--- config.mk ---
export PLATFORM = sky130hd
export DESIGN_NAME = sar_scan
export DESIGN_NICKNAME = d
export VERILOG_FILES = /design/src/rtl/sar_scan.sv
export SDC_FILE = /design/constraint.sdc
export NUM_CORES = 1
export LEC_CHECK = 0
export CELL_PAD_IN_SITES_DETAIL_PLACEMENT = 1
export CELL_PAD_IN_SITES_GLOBAL_PLACEMENT = 2
export CORE_MARGIN = 1
export CORE_UTILIZATION = 34
export CTS_CLUSTER_DIAMETER = 150
export DETAILED_ROUTE_END_ITERATION = 12
export PLACE_DENSITY = 0.8
export SLEW_MARGIN = 30
export SYNTH_ARGS = -nofsm -noshare
export SYNTH_HDL_FRONTEND = slang
export SYNTH_SLANG_ARGS = --single-unit
--- constraint.sdc ---
create_clock -name f100m_clk -period 3.6 [get_ports f100m_clk]
set_clock_uncertainty 0.2 [all_clocks]
set_input_delay 0.9 -clock f100m_clk [delete_from_list [all_inputs] [get_ports f100m_clk]]
set_output_delay 0.9 -clock f100m_clk [all_outputs]
set_load 0.01 [all_outputs]
--- src/rtl/sar_scan.sv ---
// Multi-channel scan / oversampling sequencer in front of the toggle-handshake SAR controller.
// Walks the enabled mux channels, averages 2^osr conversions each and guards the SAR with a watchdog.
module sar_scan #(
  parameter int NBITS   = 10,
  parameter int NCH     = 4,
  parameter int CHW     = 2,
  parameter int OSR_W   = 2,
  parameter int SETTLE  = 4,
  parameter int TIMEOUT = 255
) (
  input  logic             f100m_clk,
  input  logic             rst,
  input  logic             start,
  input  logic             cont,
  input  logic [NCH-1:0]   ch_en,
  input  logic [OSR_W-1:0] osr,
  output logic             sar_soc,
  input  logic             sar_eoc,
  input  logic [NBITS-1:0] sar_code,
  output logic [CHW-1:0]   ch_sel,
  output logic             busy,
  output logic             res_valid,
  output logic [CHW-1:0]   res_ch,
  output logic [NBITS-1:0] res_data,
  output logic             scan_done,
  output logic             err
);

  localparam int ACC_W = NBITS + (1 << OSR_W) - 1;
  localparam int SMP_W = 1 << OSR_W;
  localparam int TMO_W = $clog2(TIMEOUT + 1);
  localparam logic [7:0]       SETTLE_LAST = (SETTLE == 0) ? 8'd0 : 8'(SETTLE - 1);
  localparam logic [TMO_W-1:0] TMO_LAST    = TMO_W'(TIMEOUT - 1);

  typedef enum logic [1:0] {ST_IDLE, ST_SETTLE, ST_CONV, ST_NEXT} state_t;

  state_t             state_q, state_d;
  logic [NCH-1:0]     mask_q, mask_d;
  logic [OSR_W-1:0]   osr_q, osr_d;
  logic [7:0]         settle_q, settle_d;
  logic [TMO_W-1:0]   tmo_q, tmo_d;
  logic [ACC_W-1:0]   acc_q, acc_d;
  logic [SMP_W-1:0]   smp_q, smp_d;
  logic               soc_q, soc_d;
  logic [CHW-1:0]     ch_sel_q, ch_sel_d;
  logic               busy_q, busy_d;
  logic               res_valid_q, res_valid_d;
  logic [CHW-1:0]     res_ch_q, res_ch_d;
  logic [NBITS-1:0]   res_data_q, res_data_d;
  logic               scan_done_q, scan_done_d;
  logic               err_q, err_d;
  logic               eoc_q;

  logic               eoc_ev;
  logic [ACC_W-1:0]   acc_sum;
  logic [SMP_W-1:0]   smp_inc;
  logic [SMP_W-1:0]   smp_target;
  logic [CHW-1:0]     lo_in, lo_cap, nxt_ch;
  logic               has_nxt;

  // Descending scan so the final hit is the lowest qualifying channel.
  always_comb begin
    lo_in   = '0;
    lo_cap  = '0;
    nxt_ch  = '0;
    has_nxt = 1'b0;
    for (int unsigned i = NCH; i > 0; i--) begin
      if (ch_en[i-1])  lo_in  = CHW'(i - 1);
      if (mask_q[i-1]) lo_cap = CHW'(i - 1);
      if (mask_q[i-1] && (CHW'(i - 1) > ch_sel_q)) begin
        nxt_ch  = CHW'(i - 1);
        has_nxt = 1'b1;
      end
    end
  end

  always_comb begin
    eoc_ev      = sar_eoc ^ eoc_q;
    acc_sum     = acc_q + ACC_W'(sar_code);
    smp_inc     = smp_q + SMP_W'(1);
    smp_target  = SMP_W'(1) << osr_q;
    state_d     = state_q;
    mask_d      = mask_q;
    osr_d       = osr_q;
    settle_d    = settle_q;
    tmo_d       = tmo_q;
    acc_d       = acc_q;
    smp_d       = smp_q;
    soc_d       = soc_q;
    ch_sel_d    = ch_sel_q;
    busy_d      = busy_q;
    res_valid_d = 1'b0;
    res_ch_d    = res_ch_q;
    res_data_d  = res_data_q;
    scan_done_d = 1'b0;
    err_d       = err_q;
    unique case (state_q)
      ST_IDLE: begin
        if (start && (ch_en != '0)) begin
          mask_d   = ch_en;
          osr_d    = osr;
          err_d    = 1'b0;
          busy_d   = 1'b1;
          ch_sel_d = lo_in;
          settle_d = '0;
          acc_d    = '0;
          smp_d    = '0;
          state_d  = ST_SETTLE;
        end
      end
      ST_SETTLE: begin
        if (settle_q == SETTLE_LAST) begin
          soc_d   = ~soc_q;
          tmo_d   = '0;
          state_d = ST_CONV;
        end else begin
          settle_d = settle_q + 8'd1;
        end
      end
      ST_CONV: begin
        if (eoc_ev) begin
          acc_d = acc_sum;
          smp_d = smp_inc;
          if (smp_inc < smp_target) begin
            soc_d = ~soc_q;
            tmo_d = '0;
          end else begin
            // Result registered on entry to NEXT so it appears one cycle after the final eoc.
            res_valid_d = 1'b1;
            res_ch_d    = ch_sel_q;
            res_data_d  = NBITS'(acc_sum >> osr_q);
            state_d     = ST_NEXT;
          end
        end else if (tmo_q == TMO_LAST) begin
          err_d   = 1'b1;
          busy_d  = 1'b0;
          state_d = ST_IDLE;
        end else begin
          tmo_d = tmo_q + TMO_W'(1);
        end
      end
      ST_NEXT: begin
        acc_d    = '0;
        smp_d    = '0;
        settle_d = '0;
        if (has_nxt) begin
          ch_sel_d = nxt_ch;
          state_d  = ST_SETTLE;
        end else begin
          scan_done_d = 1'b1;
          if (cont) begin
            ch_sel_d = lo_cap;
            state_d  = ST_SETTLE;
          end else begin
            busy_d  = 1'b0;
            state_d = ST_IDLE;
          end
        end
      end
      default: state_d = ST_IDLE;
    endcase
  end

  always_ff @(posedge f100m_clk) begin
    if (rst) begin
      state_q     <= ST_IDLE;
      mask_q      <= '0;
      osr_q       <= '0;
      settle_q    <= '0;
      tmo_q       <= '0;
      acc_q       <= '0;
      smp_q       <= '0;
      soc_q       <= 1'b0;
      ch_sel_q    <= '0;
      busy_q      <= 1'b0;
      res_valid_q <= 1'b0;
      res_ch_q    <= '0;
      res_data_q  <= '0;
      scan_done_q <= 1'b0;
      err_q       <= 1'b0;
    end else begin
      state_q     <= state_d;
      mask_q      <= mask_d;
      osr_q       <= osr_d;
      settle_q    <= settle_d;
      tmo_q       <= tmo_d;
      acc_q       <= acc_d;
      smp_q       <= smp_d;
      soc_q       <= soc_d;
      ch_sel_q    <= ch_sel_d;
      busy_q      <= busy_d;
      res_valid_q <= res_valid_d;
      res_ch_q    <= res_ch_d;
      res_data_q  <= res_data_d;
      scan_done_q <= scan_done_d;
      err_q       <= err_d;
    end
  end

  // Tracks sar_eoc in reset too, so a toggle arriving during/after reset is absorbed.
  always_ff @(posedge f100m_clk) begin
    eoc_q <= sar_eoc;
  end

  assign sar_soc   = soc_q;
  assign ch_sel    = ch_sel_q;
  assign busy      = busy_q;
  assign res_valid = res_valid_q;
  assign res_ch    = res_ch_q;
  assign res_data  = res_data_q;
  assign scan_done = scan_done_q;
  assign err       = err_q;

endmodule

# == After elaboration in Yosys (flattened, before gate mapping) ==
# Index checks and enable logic that the tools add are counted.
# classes
addsub,4
n_lt_le_gt_ge,5
n_eq_ne,19
shifts,2
mux,58
n_bitwise,6
n_reduce_logical,24
# ops
op,n
$mux 8,6
$mux 2,20
$pmux 13 s3,1
$mux 13,2
$pmux 8 s3,1
$mux 1,19
$ne 2x2->1 const B,9
$add 8x1->8 const B,2
$pmux 8 s2,1
$reduce_and 4->1,4
$ne 3x3->1 const B,5
$add 13x10->13,1
$shr 13x2->10,1
$pmux 4 s3,1
$reduce_and 3->1,4
$eq 8x2->1 const B,1
$eq 8x8->1 const B,1
$mux 4,2
$pmux 2 s4,1
$reduce_and 6->1,1
$reduce_bool 2->1,3
$reduce_bool 3->1,2
$logic_and 1x1->1,5
$not 1->1,5
16 further kinds,20
# totals
register_bits,61
out_inout_bits,19

# == Longest topological paths before layout ==
# depth
word_depth,8
mapped_depth,11

# == Worst setup path before layout ==
# OpenSTA, ideal clock, no wires.
# synth_path
kind,input-to-reg
startpoint,input port sar_code[0]
endpoint,"register res_data_q[8], in the netlist res_data[8]"
setup_ns,0.122
t_arrival_ns,2.824
slack_ns,0.455
stages,9
n_path_buf,0
path_cell_list,ha_1 inv_1 fa_1 nand2b_1 a211oi_2 o2111a_1 nor3_1 mux2_2 o311a_1
# synth_between
elab_chain_cells,2
# synth_lines
element,line_no,source
start: declaration,19,"input logic [NBITS-1:0] sar_code,"
$add 13x10->13,79,acc_sum = acc_q + ACC_W'(sar_code);
$shr 13x2->10,131,res_data_d = NBITS'(acc_sum >> osr_q);
end signal: assignment,194,res_data_q <= res_data_d;
end: declaration,49,"logic [NBITS-1:0] res_data_q, res_data_d;"
# Every way passes these cells.
# A chain may end at the register's enable or synchronous reset.

# == Worst setup path in the final report ==
# layout_path
startpoint,input port sar_code[0]
endpoint,"register res_data_q[7], in the netlist res_data[7]"
# Same word-level chain as after synthesis.

==> summary by stage <==
Power and ir drop
The peak ir drop on the vdd network is 0.1928 mV. The leakage dissipation is 1.642 nW. The cell-internal power is 1.240 mW.

Dividing total power by cell area gives a power density of 386.1 nW/um2. The combinational cell fraction of total power is 15.7%. The sequential share of power is 42.3%. The analysis attributes to net switching a power of 0.4589 mW. The design draws 1.698 mW. In this run switching power makes up 27.02% of total power. The clock group share of total power is 41.9%.

Setup path
The endpoint class of the critical path is a register. The startpoint type of the worst setup path is a primary input. In this run the critical register-to-register path is captured at res_data[7]. The data arrival time of the worst path is 3.39 ns.

The worst register-to-register path begins at osr_q[0]. Of all nets on the critical path, the largest fanout is 8. The worst setup slack for register-to-register paths is 0.87 ns. The depth of the worst register-to-register path is 8. The setup path with the least slack is of type primary input to register.

STA puts the critical path data required time at 3.63 ns.

Hold path
The path with the worst hold slack has its endpoint at res_data[5]. In this run the worst hold path is classified as register to register. The count of cells along the worst hold path is 2. The start point of the worst hold path is res_data[5].

Clock network
The clock input transition at the sequential cells of the worst setup and hold paths is 0.07 ns. In this run the number of H-tree levels came out at 3. The number of post-CTS setup repair buffers is 0.

Buffers inserted during clock tree synthesis total 9. The clock passes through at most 2 buffers. The insertion delay of the later-clocked pin in the worst-skew pair is 0.35 ns. Buffers inserted to repair hold after CTS numbered 0.

The clock tree root buffer cell is sky130_fd_sc_hd__clkbuf_8. The clock tree from TritonCTS is built. In this run, post-CTS repair resized a total of 0 instances. Counting every sink on the clock net gives 61.

Layout
Cells with a size suffix above 1 make up 10.63% of the layout. The filler-free cell count of the finished design is 625. The library cell used most frequently in the layout, excluding fill and tap cells, is sky130_fd_sc_hd__nor2_1.

The library cells used most frequently in the layout, excluding fill and tap cells, are 66 x sky130_fd_sc_hd__nor2_1, 61 x sky130_fd_sc_hd__dfxtp_1, 38 x sky130_fd_sc_hd__clkdlybuf4s50_1. The final-stage net count is 523. For this run, the share of the core covered by cells in the final layout is 43.00%.

The final antenna diode count is 0. The area added between synthesis and finish is 23.46%. The post-layout instance area is 4399 um2.

Place
The worst-case setup slack after placement is -0.1052 ns. The instance area at placement is 4165 um2. Routability-driven placement finished with a final weighted congestion of 0.8266. After detailed placement, the design holds a cell count of 609. The detailed placer's ending HPWL is 7385 um.

The quantity of I/O buffers inserted on ports is 39.

Floorplan
40 I/O pins were placed. The width of the die is 104.4 um. The standard cell core area is 10230 um2. The vertical die dimension is 104.4 um.

The initial core utilization is 34.83%. The cell row count is 37. The die covers 10890 um2.

Timing
The final number of max-transition violations was 0. For this run, the top clock speed supported by timing is 0.2981 GHz. The final critical path takes up 93.19% of the cycle. At the pin with the least slew margin, the transition time is 0.6055 ns. The post-route worst hold slack is 0.2540 ns. Setup violations remaining at the end of the flow were counted as 0. The hold violation count in the final report is 0. The slack of the critical path is 0.2453 ns. The total negative slack is 0 ns.

Setup repair after global routing left no endpoint under its margin. Measured against its own limit, the worst slew margin works out to 59.63%. The shortest clock period the worst path allows after layout is 3.355 ns.

Yosys
The share of the Yosys chip area taken by registers is 34.27%. The net count after synthesis is 474. In the synthesized netlist the dominant register cell turns out to be sky130_fd_sc_hd__dfxtp_1.

The synthesized instance count is 435. The count of yosys warnings during synthesis is 0. The average footprint of a synthesized cell is 8.192 um2. The netlist area before placement is 3563 um2. The number of flops mapped to enable cells by yosys is 0. The number of unique standard cell types used by synthesis is 65. Of all cell types, the one taking the most synthesized area is sky130_fd_sc_hd__dfxtp_1.

The area share of the leading cell type in the synthesized netlist is 34.27%. Synthesis inferred 61 register bits. Of all flip-flops after synthesis, the portion carrying an async set or reset was 0%. Sorting the synthesized cells by area gives the leading types as sky130_fd_sc_hd__dfxtp_1 34%, sky130_fd_sc_hd__nor2_1 7.0%, sky130_fd_sc_hd__ha_1 6.0%, sky130_fd_sc_hd__a21oi_1 4.6%, sky130_fd_sc_hd__xor2_1 3.7%.

Detailed routing
In the routed layout, each cell is associated on average with a via count of 5.346. The pre-antenna-repair detailed-routing pass consisted of 4 iterations. After detailed routing, the total wire length is 9873 um.

The count of nets left with antenna violations after detail routing is 0. The number of vias in the routed layout is 3341. The residual DRC count is 0. After the first detailed-routing iteration, the DRC count stood at 70. Dividing the detail-routed wire length by the instance count gives 15.80 um.

Run status
The flow ran to the end, and the final reports show no timing, DRC or antenna violations.

Flow run
Across the run, the number of max-cap violations was 0.

Global routing
The number of antenna violations at the first check in global routing is 0. The via count of the first global-routing pass is 3447. The total overflow left after global routing is 0. The first-pass GRT wire length is 16760 um. Global routing consumed, over all layers together, 19.16% of the routing resources. Entering global routing, the biggest net connects 29 pins.
-- state kept, by name, indices dropped and copies added (netlist names) --
name       count
osr_q          2
state_q        2
settle_q       8
res_ch         2
acc_q         13
scan_done      1
res_valid      1
ch_sel         2
smp_q          4
tmo_q          8
sar_soc        1
res_data      10
mask_q         4
busy           1
err            1
eoc_q          1
-- power by group through the flow --
stage | sequential [mW] | clock [mW] | combinational [mW]
after floorplan | 0.724 | 0 | 0.177
after global placement | 0.734 | 0 | 0.263
after detailed placement | 0.735 | 0 | 0.268
after CTS | 0.719 | 0.736 | 0.270
after global routing | 0.723 | 0.769 | 0.297
final | 0.719 | 0.712 | 0.267
-- critical path, cell delays in order --
cell and delay (ns):
sky130_fd_sc_hd__clkdlybuf4s50_1 0.46, sky130_fd_sc_hd__ha_1 0.16, sky130_fd_sc_hd__inv_1 0.05, sky130_fd_sc_hd__fa_1 0.38, sky130_fd_sc_hd__nand2b_1 0.19, sky130_fd_sc_hd__a211oi_2 0.36
sky130_fd_sc_hd__o31ai_2 0.22, sky130_fd_sc_hd__a2111o_1 0.44, sky130_fd_sc_hd__o2111ai_1 0.11, sky130_fd_sc_hd__o21ai_0 0.11
-- logic make-up after synthesis --
logic type,count (synthesis),synth area share (%)
xor gates and xnor gates,23,5.653
and+or+nand+nor,171,23.21
muxes,14,4.354
DFF,61,34.27
AOI/OAI and AO/OA,112,21.59
adders and majority gates,18,6.531
buffers and inverters,36,4.388
-- cell usage after synthesis (11+ instances only) --
| library cell | n |
|---|---|
| sky130_fd_sc_hd__a21oi_1 | 33 |
| sky130_fd_sc_hd__clkbuf_1 | 12 |
| sky130_fd_sc_hd__dfxtp_1 | 61 |
| sky130_fd_sc_hd__ha_1 | 17 |
| sky130_fd_sc_hd__inv_1 | 15 |
| sky130_fd_sc_hd__mux2i_1 | 11 |
| sky130_fd_sc_hd__nand2_1 | 34 |
| sky130_fd_sc_hd__nand3_1 | 12 |
| sky130_fd_sc_hd__nor2_1 | 66 |
| sky130_fd_sc_hd__nor3_1 | 14 |
| sky130_fd_sc_hd__o21ai_0 | 17 |
| sky130_fd_sc_hd__xor2_1 | 15 |
-- per-layer routing --
layer	wire length, um	GRT usage, %
met2	4848	32.78
met1	4460	22.93
met3	281	4.386
met5	0	0
met4	282	7.959
-- area by class of cell --
type,instances,area (um2)
clock buffers,11,151.4
clock inverters,5,82.58
fillers,1240,5832
inverters,16,60.06
multi-input cells,338,2186
flip-flops and latches,61,1221
well taps,136,170.2
repair buffers,58,528.0
-- worst max path at each step --
stage	from	to	slack, ns	depth (start not counted)
floorplan	sar_code[0]	res_data[8]	0.45	9
global placement	sar_code[0]	res_data[7]	-0.03	10
detailed placement	sar_code[0]	res_data[8]	-0.11	10
CTS	sar_code[0]	res_data[8]	0.26	10
global route	sar_code[0]	res_data[7]	0.1	12
finish	sar_code[0]	res_data[7]	0.25	10
Note: power is estimated with default switching activity, not from simulation.
